===== config.mk =====
export PLATFORM = sky130hd
export DESIGN_NAME = activation_tanh_arbiter_flat
export DESIGN_NICKNAME = d
export VERILOG_FILES = /design/src/rtl/activation_tanh_arbiter_if.sv /design/src/rtl/activation_tanh_arbiter.sv /design/src/flat_wrapper.sv
export SDC_FILE = /design/constraint.sdc
export NUM_CORES = 1
export LEC_CHECK = 0
export BUFFER_PORTS_ARGS = -buffer_cell sky130_fd_sc_hd__buf_2
export CAP_MARGIN = 25
export CORE_ASPECT_RATIO = 1.75
export CORE_MARGIN = 2
export CORE_UTILIZATION = 45
export CTS_CLUSTER_SIZE = 24
export DETAILED_ROUTE_END_ITERATION = 8
export GPL_ROUTABILITY_DRIVEN = 0
export PLACE_DENSITY = 0.79
export SLEW_MARGIN = 20
export SYNTH_ARGS = -nofsm -noshare
export SYNTH_HDL_FRONTEND = slang
export SYNTH_SLANG_ARGS = --single-unit

===== constraint.sdc =====
create_clock -name clk -period 4.4 [get_ports clk]
set_input_delay 0.44 -clock clk [delete_from_list [all_inputs] [get_ports clk]]
set_output_delay 0.44 -clock clk [all_outputs]
set_load 0.01 [all_outputs]

===== src/rtl/activation_tanh_arbiter_if.sv =====
// Bundle of requester, activation-unit and response signals for activation_tanh_arbiter.
// TANH_ARB_STATS_EN adds the grant_cnt/stall_cnt statistics outputs.
interface activation_tanh_arbiter_if #(
    parameter int unsigned NUM_REQ    = 4,
    parameter int unsigned DATA_WIDTH = 16
);
    logic [NUM_REQ-1:0]            req_valid;
    logic [NUM_REQ*DATA_WIDTH-1:0] req_data;
    logic [NUM_REQ-1:0]            req_ready;
    logic [DATA_WIDTH-1:0]         act_data_o;
    logic                          act_valid_o;
    logic [DATA_WIDTH-1:0]         act_data_i;
    logic                          act_valid_i;
    logic [NUM_REQ-1:0]            rsp_valid;
    logic [NUM_REQ*DATA_WIDTH-1:0] rsp_data;
    logic [NUM_REQ-1:0]            rsp_ready;
    logic                          tag_err;
`ifdef TANH_ARB_STATS_EN
    logic [31:0]                   grant_cnt;
    logic [31:0]                   stall_cnt;
`endif

    modport slave (
        input  req_valid, req_data, act_data_i, act_valid_i, rsp_ready,
`ifdef TANH_ARB_STATS_EN
        output grant_cnt, stall_cnt,
`endif
        output req_ready, act_data_o, act_valid_o, rsp_valid, rsp_data, tag_err
    );

    modport master (
        output req_valid, req_data, act_data_i, act_valid_i, rsp_ready,
`ifdef TANH_ARB_STATS_EN
        input  grant_cnt, stall_cnt,
`endif
        input  req_ready, act_data_o, act_valid_o, rsp_valid, rsp_data, tag_err
    );
endinterface


===== src/rtl/activation_tanh_arbiter.sv =====
// Round-robin arbiter sharing one tanh activation unit among NUM_REQ requesters, with a tag
// pipeline routing results back. Define TANH_ARB_STATS_EN to add grant/stall counters.
module activation_tanh_arbiter #(
    parameter int unsigned NUM_REQ     = 4,
    parameter int unsigned DATA_WIDTH  = 16,
    parameter int unsigned ACT_LATENCY = 1
) (
    input  logic                    clk,
    input  logic                    rst_n,
    activation_tanh_arbiter_if.slave bus
);
    localparam int unsigned IDX_W = $clog2(NUM_REQ);

    typedef struct packed {
        logic             valid;
        logic [IDX_W-1:0] idx;
    } tag_t;

    logic [NUM_REQ-1:0]            r_outstanding;
    logic [NUM_REQ-1:0]            r_rsp_valid;
    logic [NUM_REQ*DATA_WIDTH-1:0] r_rsp_data;
    logic [IDX_W-1:0]              r_last_grant;
    logic                          r_tag_err;

    logic [NUM_REQ-1:0] w_eligible;
    logic [NUM_REQ-1:0] w_grant_oh;
    logic [NUM_REQ-1:0] w_rsp_accept;
    logic               w_grant_vld;
    logic [IDX_W-1:0]   w_grant_idx;
    logic               w_rsp_write;
    logic               w_tag_mismatch;
    tag_t               w_tag_in;
    tag_t               w_tag_out;

    assign w_eligible = bus.req_valid & ~r_outstanding;

    // Search upward from the requester after the last winner.
    always_comb begin
        logic [IDX_W-1:0] w_cand;
        w_grant_vld = 1'b0;
        w_grant_idx = '0;
        w_cand      = '0;
        for (int k = 1; k <= int'(NUM_REQ); k++) begin
            w_cand = IDX_W'((int'(r_last_grant) + k) % int'(NUM_REQ));
            if (!w_grant_vld && w_eligible[w_cand]) begin
                w_grant_vld = 1'b1;
                w_grant_idx = w_cand;
            end
        end
    end

    assign w_grant_oh = w_grant_vld ? (NUM_REQ'(1) << w_grant_idx) : '0;
    assign w_tag_in   = {w_grant_vld, w_grant_idx};

    generate
        if (ACT_LATENCY == 0) begin : g_tag_comb
            assign w_tag_out = w_tag_in;
        end else begin : g_tag_pipe
            tag_t r_tag [ACT_LATENCY];
            always_ff @(posedge clk or negedge rst_n) begin
                if (!rst_n) begin
                    for (int k = 0; k < int'(ACT_LATENCY); k++) r_tag[k] <= '0;
                end else begin
                    r_tag[0] <= w_tag_in;
                    for (int k = 1; k < int'(ACT_LATENCY); k++) r_tag[k] <= r_tag[k-1];
                end
            end
            assign w_tag_out = r_tag[ACT_LATENCY-1];
        end
    endgenerate

    assign w_rsp_accept   = r_rsp_valid & bus.rsp_ready;
    assign w_tag_mismatch = bus.act_valid_i != w_tag_out.valid;
    assign w_rsp_write    = bus.act_valid_i & w_tag_out.valid;

    always_ff @(posedge clk or negedge rst_n) begin
        if (!rst_n) begin
            r_outstanding <= '0;
            r_rsp_valid   <= '0;
            r_rsp_data    <= '0;
            r_last_grant  <= IDX_W'(NUM_REQ - 1);
            r_tag_err     <= 1'b0;
        end else begin
            r_outstanding <= (r_outstanding & ~w_rsp_accept) | w_grant_oh;
            r_rsp_valid   <= r_rsp_valid & ~w_rsp_accept;
            if (w_grant_vld) r_last_grant <= w_grant_idx;
            if (w_tag_mismatch) r_tag_err <= 1'b1;
            // Target slot is free: its owner is outstanding, so rsp_valid there is low.
            if (w_rsp_write) begin
                r_rsp_valid[w_tag_out.idx] <= 1'b1;
                r_rsp_data[w_tag_out.idx*DATA_WIDTH +: DATA_WIDTH] <= bus.act_data_i;
            end
        end
    end

`ifdef TANH_ARB_STATS_EN
    logic [31:0] r_grant_cnt;
    logic [31:0] r_stall_cnt;

    always_ff @(posedge clk or negedge rst_n) begin
        if (!rst_n) begin
            r_grant_cnt <= '0;
            r_stall_cnt <= '0;
        end else begin
            if (w_grant_vld) r_grant_cnt <= r_grant_cnt + 32'd1;
            if (|bus.req_valid && !w_grant_vld) r_stall_cnt <= r_stall_cnt + 32'd1;
        end
    end

    assign bus.grant_cnt = r_grant_cnt;
    assign bus.stall_cnt = r_stall_cnt;
`endif

    assign bus.req_ready   = w_grant_oh;
    assign bus.act_valid_o = w_grant_vld;
    assign bus.act_data_o  = w_grant_vld ?
                             bus.req_data[w_grant_idx*DATA_WIDTH +: DATA_WIDTH] : '0;
    assign bus.rsp_valid   = r_rsp_valid;
    assign bus.rsp_data    = r_rsp_data;
    assign bus.tag_err     = r_tag_err;
endmodule

===== src/flat_wrapper.sv =====
// flat-port wrapper written by rule: the top's interface ports become plain ports
module activation_tanh_arbiter_flat 
#(
    parameter int unsigned NUM_REQ     = 4,
    parameter int unsigned DATA_WIDTH  = 16,
    parameter int unsigned ACT_LATENCY = 1
)
  (clk, rst_n, bus_req_valid, bus_req_data, bus_act_data_i, bus_act_valid_i, bus_rsp_ready, bus_req_ready, bus_act_data_o, bus_act_valid_o, bus_rsp_valid, bus_rsp_data, bus_tag_err);
  activation_tanh_arbiter_if #(.NUM_REQ(NUM_REQ), .DATA_WIDTH(DATA_WIDTH)) bus_i ();
  input  logic clk;
  input  logic rst_n;
  input wire logic [$bits(bus_i.req_valid)-1:0] bus_req_valid;
  input wire logic [$bits(bus_i.req_data)-1:0] bus_req_data;
  input wire logic [$bits(bus_i.act_data_i)-1:0] bus_act_data_i;
  input wire logic [$bits(bus_i.act_valid_i)-1:0] bus_act_valid_i;
  input wire logic [$bits(bus_i.rsp_ready)-1:0] bus_rsp_ready;
  output wire logic [$bits(bus_i.req_ready)-1:0] bus_req_ready;
  output wire logic [$bits(bus_i.act_data_o)-1:0] bus_act_data_o;
  output wire logic [$bits(bus_i.act_valid_o)-1:0] bus_act_valid_o;
  output wire logic [$bits(bus_i.rsp_valid)-1:0] bus_rsp_valid;
  output wire logic [$bits(bus_i.rsp_data)-1:0] bus_rsp_data;
  output wire logic [$bits(bus_i.tag_err)-1:0] bus_tag_err;
  assign bus_i.req_valid = bus_req_valid;
  assign bus_i.req_data = bus_req_data;
  assign bus_i.act_data_i = bus_act_data_i;
  assign bus_i.act_valid_i = bus_act_valid_i;
  assign bus_i.rsp_ready = bus_rsp_ready;
  assign bus_req_ready = bus_i.req_ready;
  assign bus_act_data_o = bus_i.act_data_o;
  assign bus_act_valid_o = bus_i.act_valid_o;
  assign bus_rsp_valid = bus_i.rsp_valid;
  assign bus_rsp_data = bus_i.rsp_data;
  assign bus_tag_err = bus_i.tag_err;
  activation_tanh_arbiter #(.NUM_REQ(NUM_REQ), .DATA_WIDTH(DATA_WIDTH), .ACT_LATENCY(ACT_LATENCY)) u_core (.clk(clk), .rst_n(rst_n), .bus(bus_i));
endmodule

Yosys cells after proc, flatten, opt, wreduce, memory -nomap -nowiden:

Index checks and enable logic that the tools add are counted.

* bits in registers: 78
* bits in latches: 0
* RAM bits: 0
* bits in read-only memories: 0
* bits of input ports: 91
* word-level logic and storage cells: 61
* memories kept: 0

* $add $sub $neg: 5
* multiply operators: 0
* divide/modulo/power cells: 0
* magnitude comparators: 6
* equal/unequal tests: 1
* shift-type cells: 4
* muxes and demuxes: 22
* bitwise gates (word level): 9
* reduce and logical (&&, ||, !) cells: 7

Operators with widths (number)
* $bwmux W64: 1
* $shift A16 B34 Y64 const A: 1
* $shiftx A16 B34 Y64: 1
* $shiftx A64 B7 Y16: 1
* $neg A6 Y34: 1
* $and A4 B4 Y4: 4
* $mux W16: 1
* $lt A2 B3 Y1 const B: 5
* $mux W1: 9
* $bmux W1 S2: 4
* $mux W2: 4
* $mux W4: 2
* $not A4 Y4: 2
* $or A4 B4 Y4: 2
* $add A2 B1 Y2 const B: 2
* $add A2 B2 Y2 const B: 2
* $logic_and A1 B1 Y1: 4
* $shl A1 B2 Y4 const A: 1
* $logic_not A1 Y1: 3
* $demux W1 S2: 1
* $ge A2 B1 Y1 const B: 1
* $and A1 B1 Y1: 1
* $ne A1 B1 Y1: 1

Depth between registers and ports, before layout:

Gate-level depths: netlist of the first run.

* depth in word-level cells: 17
* mapped depth: 8

Worst setup path after synthesis of the first run:

No wires, ideal clock.

* path type: in2out
* start point: input bus_req_valid[1]
* end point: output bus_act_data_o[11]
* data arrival time: 1659 ps
* required time: 3960 ps
* path slack: 2301 ps
* stages: 7
* path buffers: 2
* cells stage by stage: or3b_1 > a21oi_1 > a221oi_2 > buf_6 > buf_6 > mux2i_1 > o21ai_1

* longest elaborated chain between the ends: 15

RTL lines
* start, declared: line flat_wrapper.sv:12 `input wire logic [$bits(bus_i.req_valid)-1:0] bus_req_valid;`
* $and A4 B4 Y4 *: line activation_tanh_arbiter.sv:35 `assign w_eligible = bus.req_valid & ~r_outstanding;`
* $bmux W1 S2: line activation_tanh_arbiter.sv:45 `if (!w_grant_vld && w_eligible[w_cand]) begin`
* $mux W1 (implied by the code): line activation_tanh_arbiter.sv:45
* $mux W1: line activation_tanh_arbiter.sv:45
* $logic_not A1 Y1: line activation_tanh_arbiter.sv:45
* $logic_and A1 B1 Y1: line activation_tanh_arbiter.sv:45
* $mux W1: line activation_tanh_arbiter.sv:45
* $logic_not A1 Y1: line activation_tanh_arbiter.sv:45
* $logic_and A1 B1 Y1: line activation_tanh_arbiter.sv:45
* $mux W1: line activation_tanh_arbiter.sv:45
* $logic_not A1 Y1: line activation_tanh_arbiter.sv:45
* $logic_and A1 B1 Y1: line activation_tanh_arbiter.sv:45
* $mux W2: line activation_tanh_arbiter.sv:45
* $shiftx A64 B7 Y16: line activation_tanh_arbiter.sv:117 `bus.req_data[w_grant_idx*DATA_WIDTH +: DATA_WIDTH] : '0;`
* $mux W16 *: line activation_tanh_arbiter.sv:116 `assign bus.act_data_o = w_grant_vld ?`
* end, declared: line flat_wrapper.sv:18 `output wire logic [$bits(bus_i.act_data_o)-1:0] bus_act_data_o;`

Mark *: on every way between the ends. The rest lies on a longest branch, timed or not. The select of a mux whose other input is x is not followed.

Worst setup path in the final report of the first run:

* start point: register u_core.r_last_grant[1]
* end point: output bus_act_data_o[11]

* longest elaborated chain between the ends: 15

RTL lines
* start, declared: line activation_tanh_arbiter.sv:22 `logic [IDX_W-1:0] r_last_grant;`
* start signal, assigned: line activation_tanh_arbiter.sv:81 `r_last_grant <= IDX_W'(NUM_REQ - 1);`
* start signal, assigned: line activation_tanh_arbiter.sv:86 `if (w_grant_vld) r_last_grant <= w_grant_idx;`
* $add A2 B1 Y2: line activation_tanh_arbiter.sv:44 `w_cand = IDX_W'((int'(r_last_grant) + k) % int'(NUM_REQ));`
* $bmux W1 S2: line activation_tanh_arbiter.sv:45
* $mux W1 (implied by the code): line activation_tanh_arbiter.sv:45
* $mux W1: line activation_tanh_arbiter.sv:45
* $logic_not A1 Y1: line activation_tanh_arbiter.sv:45
* $logic_and A1 B1 Y1: line activation_tanh_arbiter.sv:45
* $mux W1: line activation_tanh_arbiter.sv:45
* $logic_not A1 Y1: line activation_tanh_arbiter.sv:45
* $logic_and A1 B1 Y1: line activation_tanh_arbiter.sv:45
* $mux W1: line activation_tanh_arbiter.sv:45
* $logic_not A1 Y1: line activation_tanh_arbiter.sv:45
* $logic_and A1 B1 Y1: line activation_tanh_arbiter.sv:45
* $mux W2: line activation_tanh_arbiter.sv:45
* $shiftx A64 B7 Y16: line activation_tanh_arbiter.sv:117
* $mux W16 *: line activation_tanh_arbiter.sv:116

Marks and branches as above.

==> metrics.log, run 1 <==
[metrics] run status: finished clean
[metrics] CTS H-tree depth: 3
[metrics] CP startpoint kind: flop
[metrics] total routing usage reported by global routing: 0.2429
[metrics] Clock Tree Buf Depth: 2
[metrics] Synthesis Warnings: 0
[metrics] Post-Place Worst Slack: 1.413 ns
[metrics] wire length reported by the detailed router: 10.63 mm
[metrics] syn nets: 392
[metrics] DRC violations left: 0
[metrics] Netlist Area Pre-Place: 0.003582 sq mm
[metrics] share of the cycle needed by the critical path after routing: 0.7604
[metrics] share of final-layout standard cells stronger than drive strength 1: 0.4589
[metrics] Critical Path AT: 2.91 ns
[metrics] Slew headroom: 0.2933
[metrics] share of async-settable or async-resettable flops after synthesis: 1.000
[metrics] die extent in y: 122.0 microns
[metrics] critical path class: reg2out
[metrics] fraction of post-synthesis cell area in the top cell type by area: 0.5309
[metrics] post-layout power: 2.940 mW
[metrics] CTS tree: yes
[metrics] final worst path period need: 3.346 ns
[metrics] Post-Place Cell Area: 0.004547 sq mm
[metrics] Layout Cell Area excl Fill: 0.004898 sq mm
[metrics] Final Slew Violations: 0
[metrics] top achievable clock speed: 298.9 MHz
[metrics] cell row count: 43
[metrics] chip width: 71.45 microns
[metrics] effective utilization at floorplan: 0.4592
[metrics] final hold viol count: 0
[metrics] fin cells: 565
[metrics] final setup slack of the worst path: 1.054 ns
[metrics] max-cap check violation count: 0
[metrics] most common library cells after synthesis: dfrtp_1, a22o_1, nand2_1
[metrics] remaining global-route overflow: 0
[metrics] number of nets in the layout: 570
[metrics] Skew-Pair Late Insertion Delay: 0.33 ns
[metrics] detailed-route wire length per cell: 18.82 microns
[metrics] worst-case hold slack: 0.3129 ns
[metrics] number of synthesized register bits: 78
[metrics] Boundary Pins: 181
[metrics] global-route track usage on met3: 0.04384
[metrics] post-layout util: 0.6279
[metrics] cells taking the most area after synthesis: dfrtp_1, a22o_1, mux2i_1
[metrics] violation count after the first detailed-route iteration: 227
[metrics] maximum number of pins on one net before global-route repair: 79
[metrics] sum of net half-perimeters after detailed placement: 7.827 mm
[metrics] top cell type by total area after synthesis: dfrtp_1
[metrics] worst ir drop on vdd: 366.7 uV
[metrics] Unique masters post-synth: 38
[metrics] clock edge transition at the registers on the reported setup and hold paths: 0.06 ns
[metrics] first-pass GRT wire length: 16.34 mm
[metrics] standard cell core area: 0.007801 sq mm
[metrics] Clock Sink Count: 78
[metrics] Avg Cell Area, Syn: 12.27 sq um
[metrics] maximum clock skew at final layout: 0.005504 ns
[metrics] via density per instance: 5.809
[metrics] number of instances in the synthesized netlist: 292
[metrics] layer with the highest usage: met2
[metrics] Resized Gates After CTS: 0
[metrics] dominant synthesized flop cell: dfrtp_1
[metrics] Worst EP required: 3.96 ns
[metrics] port buffer count: 180
[metrics] number of vias in the routed layout: 3282
[metrics] total setup buffers inserted after CTS: 0
[metrics] Hold WC Path Type: in2reg
[metrics] clk root buf: clkbuf_16
[metrics] number of diodes: 0
[metrics] crit end category: primary output
[metrics] Total Negative Setup Slacks: 0 ns
[metrics] fraction of the yosys area taken by sequential cells: 0.5456
[metrics] P&R area growth vs syn: 36.74%
[metrics] via count of the first global-routing pass: 3299
[metrics] top fanout value on the critical path: 16
[metrics] worst slew pin tran: 1.052 ns
[metrics] EDFF count, synth: 0
[metrics] placed cell count: 545
[metrics] number of endpoints failing setup at the final stage: 0
[metrics] hold bufs inserted after CTS: 0
[metrics] power per standard cell area: 600.2 mW/mm^2
[metrics] fraction of met1 tracks used by global routing: 0.2688
[metrics] DIE AREA: 0.008718 sq mm
[metrics] number of antenna violations at the first check in global routing: 0
[metrics] Inserted Clock Buffers: 9
[metrics] global routing met2 resource utilization: 0.4473
[metrics] first-pass iteration count of the detailed router: 4
[metrics] most common cell in the netlist: dfrtp_1
[metrics] unrepaired setup endpoints after global routing: false
[metrics] static leakage power: 2.667 nW
[metrics] remaining antenna violation count: 0
[cell type report]
| type | count | area [sq um] |
|---|---|---|
| fillers | 585 | 2903 |
| flip-flops and latches | 78 | 1954 |
| multi-input cells | 187 | 1535 |
| repair buffers | 185 | 970.9 |
| clock buffers | 10 | 239.0 |
| well taps | 90 | 112.6 |
| clock inverters | 6 | 52.55 |
| inverters | 9 | 33.78 |
[routing by layer]
layer / part of all wire / wire, microns / vias up
met1: 0.37 / 3947 / 1587
met2: 0.54 / 5753 / 203
li1: - / - / 1482
met5: 0 / 0 / -
met3: 0.070 / 746 / 10
met4: 0.017 / 185 / 0
[critical path, cell delays in order, from the launching register on]
cell       delay, ns
dfstp_2         0.75
nand3b_1        0.20
o2bb2ai_1       0.19
a221oi_4        0.86
mux2i_1         0.19
o21ai_1         0.21
buf_2           0.17
[final timing paths]
kind | slack, ns | from | cells after the start | to
min | 0.31 | bus_rsp_ready[3] | 2 | u_core.bus.rsp_valid[3]
max | 1.05 | u_core.r_last_grant[1] | 6 | bus_act_data_o[11]
max in group asynchronous | 3.27 | rst_n | 3 | u_core.r_last_grant[1]
max reg2reg | 1.82 | u_core.g_tag_pipe.r_tag[0] | 5 | u_core.bus.rsp_data[35]
min reg2reg | 0.47 | u_core.bus.tag_err | 1 | u_core.bus.tag_err
min in group asynchronous | 0.53 | rst_n | 2 | u_core.bus.rsp_data[56]
[power by group]
group	switching, mW	total, mW	internal (mW)
clock	0.299	0.706	0.407
sequential	0.169	1.10	0.936
combinational	0.619	1.13	0.510
[flip-flops by register name, indices dropped and copies added (netlist names)]
name and count:
u_core.g_tag_pipe.r_tag 3, u_core.r_outstanding 4, u_core.r_last_grant 2, u_core.bus.rsp_data 64
u_core.bus.rsp_valid 4, u_core.bus.tag_err 1
[layout by cell type (no fill, tap or decap), types with 2 or more instances in the layout]
| cell | Yosys | layout |
|---|---|---|
| a22oi_1 | 4 | 4 |
| clkbuf_16 | 0 | 9 |
| ha_1 | 9 | 9 |
| inv_1 | 6 | 6 |
| a22o_1 | 64 | 64 |
| o21ai_0 | 5 | 5 |
| nor4_4 | 0 | 3 |
| buf_2 | 9 | 179 |
| nor2_1 | 3 | 3 |
| buf_6 | 3 | 2 |
| mux2i_1 | 16 | 16 |
| nor2b_1 | 4 | 4 |
| clkinvlp_4 | 0 | 2 |
| o21ai_2 | 4 | 4 |
| dfstp_2 | 2 | 2 |
| nand2b_1 | 4 | 4 |
| dfrtp_1 | 76 | 76 |
| o21ai_1 | 13 | 13 |
| a21o_1 | 3 | 3 |
| nand2_1 | 19 | 19 |
| inv_6 | 0 | 3 |
| a32oi_1 | 12 | 12 |
| buf_4 | 1 | 2 |
| inv_2 | 3 | 3 |
| a21oi_1 | 9 | 9 |
[kinds of logic (layout without fill, tap and decap cells)]
group	after synthesis	after routing	synth area share
AOI/OAI and AO/OA	120	120	0.2717
adders and majority gates	9	9	0.03144
buffers and inverters	27	210	0.03877
DFF	78	78	0.5456
muxes	16	16	0.04471
and+or+nand+nor	42	42	0.06776
Power figures use the tool's default switching activity.
==> inputs of run 2 (changes only) <==
--- a/config.mk
+++ b/config.mk
@@ -5,6 +5,7 @@
 export SDC_FILE = /design/constraint.sdc
 export NUM_CORES = 1
 export LEC_CHECK = 0
+export ABC_AREA = 1
 export BUFFER_PORTS_ARGS = -buffer_cell sky130_fd_sc_hd__buf_2
 export CAP_MARGIN = 25
 export CORE_ASPECT_RATIO = 1.75
@@ -13,7 +14,7 @@
 export CTS_CLUSTER_SIZE = 24
 export DETAILED_ROUTE_END_ITERATION = 8
 export GPL_ROUTABILITY_DRIVEN = 0
-export PLACE_DENSITY = 0.79
+export PLACE_DENSITY = 0.76
 export SLEW_MARGIN = 20
 export SYNTH_ARGS = -nofsm -noshare
 export SYNTH_HDL_FRONTEND = slang
==> constraint.sdc (replaced) <==
create_clock -name clk -period 3.3 [get_ports clk]
set_input_delay 0.33 -clock clk [delete_from_list [all_inputs] [get_ports clk]]
set_output_delay 0.33 -clock clk [all_outputs]
set_load 0.01 [all_outputs]
==> metrics.log, run 2 <==
[metrics] Clock Sink Count: 78 (unchanged)
[metrics] top fanout value on the critical path: 20 (+4)
[metrics] Boundary Pins: 181 (unchanged)
[metrics] violation count after the first detailed-route iteration: 301 (+33%)
[metrics] worst ir drop on vdd: 834.6 uV (+130%)
[metrics] placed cell count: 845 (+55%)
[metrics] Slew headroom: 0.6058 (+0.3124)
[metrics] Skew-Pair Late Insertion Delay: 0.34 ns (about the same)
[metrics] critical path class: reg2out
[metrics] Unique masters post-synth: 26 (-32%)
[metrics] standard cell core area: 0.009468 sq mm (+21%)
[metrics] Hold WC Path Type: in2reg
[metrics] number of vias in the routed layout: 4794 (+46%)
[metrics] Worst R2R Start: u_core.r_last_grant[0]
[metrics] total routing usage reported by global routing: 0.2575 (+0.01455)
[metrics] top cell type by total area after synthesis: dfrtp_1
[metrics] share of the cycle needed by the critical path after routing: 0.9284
[metrics] effective utilization at floorplan: 0.4633 (+0.004146)
[metrics] dominant synthesized flop cell: dfrtp_1
[metrics] maximum number of pins on one net before global-route repair: 79 (unchanged)
[metrics] HP Start: bus_rsp_ready[2]
[metrics] share of final-layout standard cells stronger than drive strength 1: 0.3063 (-0.1526)
[metrics] CP startpoint kind: flop
[metrics] number of flip-flops in the largest register: 64 (unchanged)
[metrics] post-layout power: 6.137 mW (+110%)
[metrics] fin cells: 863 (+53%)
[metrics] Avg Cell Area, Syn: 7.642 sq um (-38%)
[metrics] most common cell in the netlist: nand2_1
[metrics] clock edge transition at the registers on the reported setup and hold paths: 0.06 ns (about the same)
[metrics] Post-Place Cell Area: 0.005309 sq mm (+17%)
[metrics] first-pass GRT wire length: 21.76 mm (+33%)
[metrics] P&R area growth vs syn: 29.41%
[metrics] number of nets in the layout: 836 (+47%)
[metrics] clk root buf: clkbuf_16
[metrics] Inserted Clock Buffers: 9 (unchanged)
[metrics] remaining global-route overflow: 0 (unchanged)
[metrics] most common library cells after synthesis: nand2_1, dfrtp_1, o21ai_0
[metrics] fraction of the yosys area taken by sequential cells: 0.4455 (-0.1001)
[metrics] final hold viol count: 0 (unchanged)
[metrics] share of async-settable or async-resettable flops after synthesis: 1.000 (unchanged)
[metrics] syn nets: 674 (+72%)
[metrics] via count of the first global-routing pass: 4642 (+41%)
[metrics] Total Negative Setup Slacks: 0 ns (unchanged)
[metrics] post-layout util: 0.5996 (-0.02833)
[metrics] CTS tree: yes
[metrics] power per standard cell area: 1081 mW/mm^2 (+80%)
[metrics] EDFF count, synth: 0 (unchanged)
[metrics] final worst path period need: 3.064 ns
[metrics] maximum clock skew at final layout: 0.006255 ns (+0.0007500 ns)
[metrics] die extent in y: 134.6 microns (+10%)
[metrics] chip width: 78.64 microns (+10%)
[metrics] Synthesis Warnings: 0 (unchanged)
[metrics] first-pass iteration count of the detailed router: 5 (+1)
[metrics] most common cell after layout, fill and taps aside: buf_2
[metrics] number of antenna violations at the first check in global routing: 0 (unchanged)
[metrics] sum of net half-perimeters after detailed placement: 10.17 mm (+30%)
[metrics] CTS H-tree depth: 3 (unchanged)
[metrics] port buffer count: 180 (unchanged)
[metrics] unrepaired setup endpoints after global routing: false
[metrics] worst setup path startpoint: u_core.r_last_grant[0]
[metrics] number of endpoints failing setup at the final stage: 0 (unchanged)
[metrics] layout filler cell count: 865 (+48%)
[metrics] Netlist Area Pre-Place: 0.004387 sq mm (+22%)
[metrics] crit end category: primary output
[metrics] cells taking the most area after synthesis: dfrtp_1, nand2_1, nand4_1
[metrics] max-cap check violation count: 0 (unchanged)
[metrics] Final Slew Violations: 0 (unchanged)
[metrics] Layout Cell Area excl Fill: 0.005677 sq mm (+16%)
[metrics] most frequent cells in the layout: buf_2, nand2_1, dfrtp_1
[metrics] run status: finished clean
[metrics] wire length reported by the detailed router: 13.52 mm (+27%)
[metrics] total setup buffers inserted after CTS: 0 (unchanged)
[metrics] worst slew pin tran: 0.5899 ns (-0.4622 ns)
[metrics] top achievable clock speed: 326.4 MHz
[metrics] number of diodes: 0 (unchanged)
[metrics] remaining antenna violation count: 0 (unchanged)
[metrics] via density per instance: 5.555 (-4.4%)
[metrics] cell row count: 47 (+9.3%)
[metrics] number of instances in the synthesized netlist: 574 (+97%)
[metrics] detailed-route wire length per cell: 15.67 microns (-17%)
[metrics] Critical Path AT: 2.73 ns (-0.18 ns)
[metrics] DRC violations left: 0 (unchanged)
[metrics] fraction of post-synthesis cell area in the top cell type by area: 0.4335 (-0.09737)
[metrics] Worst EP required: 2.97 ns (-0.99 ns)
[metrics] static leakage power: 3.108 nW (+17%)
[metrics] DIE AREA: 0.01059 sq mm (+21%)
[metrics] Clock Tree Buf Depth: 2 (unchanged)
[metrics] number of synthesized register bits: 78 (unchanged)
-- run 2: changes by cell type in the layout (fill, tap and decap cells not counted), sizes merged, moves of 16 or more --
cell | before | now
a22o | 64 | 0
o21ai | 22 | 71
mux2i | 16 | 0
inv | 13 | 54
nand3 | 1 | 62
nand4 | 1 | 67
nand2 | 19 | 163
-- run 2: final timing paths --
kind | to | slack, ns | depth (start not counted)
worst max-delay path | bus_act_data_o[3] | 0.24 | 12
worst min-delay path | u_core.bus.rsp_valid[2] | 0.19 | 2
worst max register to register | u_core.r_outstanding[3] | 0.86 | 10
worst min register to register | u_core.bus.tag_err | 0.46 | 1
max in group asynchronous | u_core.r_last_grant[1] | 2.25 | 3
min in group asynchronous | u_core.bus.rsp_data[49] | 0.42 | 2
-- run 2: where the power goes --
part	switching, mW	leakage (nW)	internal (mW)
clock	0.396	0.160	0.666
sequential	0.197	1.04	1.29
combinational	2.36	1.91	1.23
-- run 2: logic make-up after synthesis --
kind of cell / count (synthesis) / share of synthesized area
flip-flops: 78 / 0.4455
adder cells (fa/ha/maj): 9 / 0.02567
AO/OA/AOI/OAI: 91 / 0.1038
buffers and inverters: 94 / 0.09298
AND/OR/NAND/NOR: 302 / 0.3320
-- run 2: per-stage QoR --
stage | hold WS (ns) | setup slack (ns)
final | 0.1918 | 0.2363
after global routing | 0.1869 | 0.05030
after CTS | 0.1837 | 0.1513
after detailed placement | 0.4493 | 0.5136
after global placement | 0.4496 | 0.6063
after floorplan | 0.03441 | 0.9797
-- run 2: worst max-delay path, stage by stage, from the launching register on --
cell and delay [ns]:
dfstp_2 0.64, inv_2 0.14, nand2_1 0.08, nand2_1 0.11, nand2_1 0.13, nand2_2 0.11
nor2_8 0.14, nand3_4 0.22, buf_4 0.29, nand4_1 0.10, nand3_1 0.11, a21oi_1 0.16
buf_2 0.15
-- run 2: layout make-up --
class | count | area, sq um | share of cell area
Inverter | 53 | 202.7 | 0.03571
Clock inverter | 7 | 96.34 | 0.01697
Tap cell | 122 | 152.6 | 0.02689
Clock buffer | 9 | 225.2 | 0.03967
Sequential cell | 78 | 1954 | 0.3443
Timing Repair Buffer | 192 | 1016 | 0.1790
Multi-Input combinational cell | 402 | 2029 | 0.3575
-- run 2: timing repair --
item                                    4_1_cts  5_1_grt
endpoints found under the setup margin        0        6
gates resized for setup                       0        2
hold endpoints to repair                      0       19
hold buffers                                  0        1
-- run 2: per-layer routing --
| metal | part of all wire | vias to the layer above | track usage |
|---|---|---|---|
| met5 | 0 | - | 0 |
| met4 | 0.039 | 0 | 0.1267 |
| met3 | 0.071 | 49 | 0.04746 |
| met2 | 0.53 | 265 | 0.4687 |
| met1 | 0.35 | 2217 | 0.2815 |
| li1 | - | 2263 | - |
